$ cat src/rtl/x_flashsm_mc.sv
// rtl/x_flashsm_mc.sv - multi-channel LED flash pulse generator
// Each channel stretches a trigger into a visible flash with hold, retrigger and blink modes.
package x_flashsm_mc_pkg;
  typedef enum logic [2:0] {
    ST_IDLE  = 3'd0,
    ST_FLASH = 3'd1,
    ST_HWAIT = 3'd2,
    ST_DARK  = 3'd3
  } state_t;
endpackage

module x_flashsm_mc
  import x_flashsm_mc_pkg::*;
#(
  parameter int NCH   = 8,
  parameter int MXCNT = 19
) (
  input  logic             clock,
  input  logic             reset,
  input  logic [NCH-1:0]   trigger,
  input  logic [NCH-1:0]   hold,
  input  logic [2*NCH-1:0] mode,
  output logic [NCH-1:0]   out,
  output logic             out_any
);

  logic [NCH-1:0] w_out;
  logic           r_out_any;

  for (genvar gi = 0; gi < NCH; gi++) begin : g_ch
    state_t         r_state;
    state_t         w_state_nxt;
    logic           r_trig;
    logic           r_hold;
    logic           r_out;
    logic [MXCNT:0] r_cnt;
    logic [1:0]     w_mode;
    logic           w_done;
    logic           w_retrig;
    logic           w_clr;

    assign w_mode   = mode[2*gi +: 2];
    assign w_done   = r_cnt[MXCNT];
    assign w_retrig = (w_mode == 2'd1) && (r_state == ST_FLASH) && r_trig;
    // Clearing at cnt_done keeps the counter from ever reaching all-ones.
    assign w_clr    = (r_state == ST_IDLE) || (r_state == ST_HWAIT) || w_done || w_retrig;

    always_ff @(posedge clock) begin
      if (reset) begin
        r_state <= ST_IDLE;
      end else begin
        r_state <= w_state_nxt;
      end
    end

    always_comb begin
      w_state_nxt = r_state;
      if (w_mode == 2'd3) begin
        w_state_nxt = ST_IDLE;
      end else begin
        case (r_state)
          ST_IDLE: begin
            if (r_trig) w_state_nxt = ST_FLASH;
          end
          ST_FLASH: begin
            if (w_done) w_state_nxt = ((w_mode == 2'd2) && r_hold) ? ST_DARK : ST_HWAIT;
          end
          ST_HWAIT: begin
            if (!r_hold) w_state_nxt = ST_IDLE;
          end
          ST_DARK: begin
            if (w_mode != 2'd2)  w_state_nxt = ST_IDLE;
            else if (w_done)     w_state_nxt = r_hold ? ST_FLASH : ST_IDLE;
          end
          default: w_state_nxt = ST_IDLE;
        endcase
      end
    end

    always_ff @(posedge clock) begin
      if (reset) begin
        r_trig <= 1'b0;
        r_hold <= 1'b0;
        r_cnt  <= '0;
        r_out  <= 1'b0;
      end else begin
        r_trig <= trigger[gi];
        r_hold <= hold[gi] | trigger[gi];
        r_out  <= (r_state == ST_FLASH) || (r_state == ST_HWAIT);
        if (w_clr) begin
          r_cnt <= '0;
        end else if ((r_state == ST_FLASH) || (r_state == ST_DARK)) begin
          r_cnt <= r_cnt + 1'b1;
        end
      end
    end

    assign w_out[gi] = r_out;
  end

  always_ff @(posedge clock) begin
    if (reset) begin
      r_out_any <= 1'b0;
    end else begin
      r_out_any <= |w_out;
    end
  end

  assign out     = w_out;
  assign out_any = r_out_any;

endmodule

$ cat config.mk
export PLATFORM = sky130hd
export DESIGN_NAME = x_flashsm_mc
export DESIGN_NICKNAME = d
export VERILOG_FILES = /design/src/rtl/x_flashsm_mc.sv
export SDC_FILE = /design/constraint.sdc
export NUM_CORES = 1
export LEC_CHECK = 0
export CAP_MARGIN = 40
export CORE_MARGIN = 1
export CORE_UTILIZATION = 45
export CTS_CLUSTER_SIZE = 40
export DETAILED_ROUTE_END_ITERATION = 12
export PLACE_DENSITY = 0.68
export RECOVER_POWER = 100
export REMOVE_ABC_BUFFERS = 1
export SYNTH_ARGS = -nofsm -noshare
export SYNTH_HDL_FRONTEND = slang
export SYNTH_SLANG_ARGS = --single-unit
$ cat constraint.sdc
create_clock -name clock -period 3 [get_ports clock]
set_clock_uncertainty 0.05 [all_clocks]
set_input_delay 0.6 -clock clock [delete_from_list [all_inputs] [get_ports clock]]
set_output_delay 0.6 -clock clock [all_outputs]
set_load 0.1 [all_outputs]
==> impl_metrics.env <==
export IMPL_slew_viol_final=0
export IMPL_tightestPinTransition_ps=1200
export IMPL_ys_async_sr_fraction_pct=0
export IMPL_layout_area_seq_mm2=0.00402
export IMPL_tns_ps=0
export IMPL_drc=0
export IMPL_synth_warning_count=0
export IMPL_fin_crit_ps=2490
export IMPL_number_of_global_route_vias_before_repair=7116
export IMPL_fmaxAchievable_mhz=402
export IMPL_cellInternalPower_mw=4.48
export IMPL_io_pins=43
export IMPL_avgViaCountPerCell=5.30
export IMPL_timing_critical_path_cells="clkbuf_1"
export IMPL_grt_max_degree=21
export IMPL_run_status="finished, final reports clean"
export IMPL_synth_cell_type_count=51
export IMPL_timing_max_slew_rel_slack_pct=20.4
export IMPL_postCtsSetupRepairBufs=0
export IMPL_cts_htree_levels=1
export IMPL_area_growth_pct=14.0
export IMPL_timing_max_cap_violations=0
export IMPL_gp_congestion=0.811
export IMPL_number_of_antenna_violations_at_the_first_check_in_global_routing=0
export IMPL_cellLeakagePower_nw=3.70
export IMPL_unrepaired_setup_endpoints_after_global_routing="no"
export IMPL_fin_crit_sh_pct=83.0
export IMPL_multi_input_comb_area_mm2=0.00514
export IMPL_antenna_cells=0
export IMPL_path_max_fanout=2
export IMPL_die_height_um=147
export IMPL_final_nets=1197
export IMPL_timing_worst_setup_path_type="flop to output port"
export IMPL_cts_buffers=23
export IMPL_clkTransAtPathRegs_ps=60
export IMPL_timing_critical_path_arrival_ps=1840
export IMPL_critical_path_buf_inv_count=1
export IMPL_cts_tree="done"
export IMPL_grt_pass1_wl_mm=30.9
export IMPL_drt_initial_drc_count=264
export IMPL_final_fill_count=1927
export IMPL_post_cts_resized=0
export IMPL_grt_use_total_pct=16.5
export IMPL_floorplan_die_area_mm2=0.0216
export IMPL_synth_enable_flop_cells=0
export IMPL_final_hold_viol_count=0
export IMPL_numPortBuffers=42
export IMPL_switching_power_share_of_the_total_pct=24.1
export IMPL_finalSetupViolations=0
export IMPL_place_detailed_instances=1360
export IMPL_final_cells=1401
export IMPL_clock_power_share_pct=45.1
export IMPL_floorplan_initialDensity_pct=46.2
export IMPL_critical_path_slowest_cell="clkbuf_1"
export IMPL_grt_overflow_total=0
export IMPL_layout_cells_most_common_list="dfxtp_1 (201), nor2_1 (125), nand2_1 (73), o21ai_0 (62), a21oi_1 (62)"
export IMPL_number_of_sinks_on_the_clock_net=201
export IMPL_layout_commonest_cell="dfxtp_1"
export IMPL_final_antenna_net_count=0
export IMPL_cts_root_buffer_cell="clkbuf_16"
export IMPL_drt_wirelength_per_cell_um=12.4
export IMPL_detailedPlacementHpwl_mm=12.2
export IMPL_worstSkewPairLatency_ps=500
export IMPL_holdBufCountCts=0
export IMPL_synth_cells=1067
export IMPL_synthFlopType="dfxtp_1"
export IMPL_post_route_cells_drive_above_1_share_pct=4.07
export IMPL_synth_area_mm2=0.00945
export IMPL_power_sequential_fraction_pct=46.8
export IMPL_share_of_the_yosys_chip_area_belonging_to_registers_pct=42.6
export IMPL_firstDrtPassIters=5
export IMPL_detailed_route_via_count=7428
export IMPL_setup_crit_end_kind="output port"
export IMPL_cp_max_stage_delay_ps=890
export IMPL_powerDensity_mw_per_mm2=548
export IMPL_yosys_register_bits=201
export IMPL_number_of_standard_cell_rows_in_the_floorplan=52
export IMPL_power_frac_comb_pct=8.1
export IMPL_clock_path_buffers=3
export IMPL_finalWirelength_mm=17.4
export IMPL_syn_mean_instance_area_um2=8.85
export IMPL_worstSetupStartpointType="flop"
export IMPL_coreArea_mm2=0.0204
export IMPL_crit_required_ps=2350
export IMPL_ir_drop_uv=372
export IMPL_die_width_um=147
export IMPL_switchingPower_mw=1.42
export IMPL_crit_family="buffers and inverters"
export IMPL_timing_hold_worst_class="flop to flop"
==> worst min-delay path: stages, from the launching register on <==
cell     delay [ps]
dfxtp_1         310
inv_1            50
nor4_1           40
==> flip-flops by register name, summed over array words and instances (netlist names) <==
signal	cells
g_ch.r_cnt	160
g_ch.r_hold	8
g_ch.r_out	8
g_ch.r_state	16
g_ch.r_trig	8
out_any	1
==> through the flow <==
| step | hold WS (ps) | instance area (um^2) | total power, mW | worst slack (ps) | util [%] |
|---|---|---|---|---|---|
| detailed placement | 384 | 10100 | 3.32 | 420 | 49.5 |
| finish | 390 | 10800 | 5.90 | 511 | 52.7 |
| global placement | 383 | 10100 | 3.32 | 440 | 49.5 |
| CTS | 308 | 10800 | 6.02 | 663 | 53.1 |
| global route | 416 | 10800 | 6.17 | 303 | 52.7 |
| floorplan | 370 | 9290 | 3.15 | 729 | - |
==> power by group through the flow <==
stage | clock network (mW) | logic [mW] | registers, mW
2_1_floorplan | 0 | 0.251 | 2.89
3_3_place_gp | 0 | 0.498 | 2.82
3_5_place_dp | 0 | 0.501 | 2.82
4_1_cts | 2.75 | 0.505 | 2.76
5_1_grt | 2.88 | 0.530 | 2.76
6_report | 2.66 | 0.479 | 2.76
==> worst paths after layout <==
kind | depth (start not counted) | end | startpoint | slack, ps
setup reg to reg | 6 | g_ch[2].r_cnt[11] | g_ch[2].r_state[0] | 580
hold reg to reg | 2 | g_ch[4].r_cnt[19] | g_ch[4].r_cnt[18] | 390
setup / recovery | 1 | out[2] | g_ch[2].r_out | 510
hold / removal | 2 | g_ch[4].r_cnt[19] | g_ch[4].r_cnt[18] | 390
==> cell type report <==
| type | count | area share, % |
|---|---|---|
| clock buffers | 31 | 6.00 |
| well taps | 270 | 3.14 |
| inverters | 32 | 1.12 |
| repair buffers | 55 | 3.92 |
| multi-input cells | 802 | 47.7 |
| flip-flops and latches | 201 | 37.4 |
| clock inverters | 10 | 0.755 |
==> synth_stat cells, types with 3 or more instances <==
cell,count,area (um^2)
dfxtp_1,201,4020
xor2_1,56,490
nor2b_1,23,144
or3_1,52,325
nand2_1,73,274
o211a_1,6,60.1
o2111a_1,3,33.8
a21o_1,6,45.0
or2_1,3,18.8
mux2i_1,12,120
or4_1,18,135
o211ai_1,8,60.1
and4b_1,4,40.0
nand3_1,38,190
o2111ai_1,4,35.0
o21ai_0,62,310
clkbuf_1,20,75.1
nor2_1,125,469
nor4_1,24,150
nand2b_1,14,87.6
and3_1,5,31.3
nand4_1,52,325
nor3_1,9,45.0
and4_1,15,131
nand4bb_1,8,90.1
nand4b_1,4,35.0
a41o_1,6,60.1
and2_1,8,50.1
inv_1,32,120
a21oi_1,62,310
o31ai_1,5,37.5
xnor2_1,29,254
ha_1,48,601
buf_4,8,60.1
==> metal layers <==
metal | up-vias | share of wire (%) | GRT usage, % | wire length, um
met5 | - | 0 | 0 | 0
li1 | 3916 | - | - | -
met1 | 3395 | 48 | 21.2 | 8450
met4 | 0 | 2.0 | 4.02 | 346
met3 | 28 | 4.2 | 3.04 | 740
met2 | 89 | 45 | 28.7 | 7890
==> logic make-up after synthesis <==
kind of cell | count (synthesis) | share of synthesized area (%)
fa+ha+maj | 48 | 6.36
simple gates | 483 | 27.7
compound gates | 174 | 11.2
mux | 12 | 1.27
flops | 201 | 42.6
xor+xnor | 85 | 7.88
buf+inv | 64 | 2.97
Note: power is estimated with default switching activity, not from simulation.
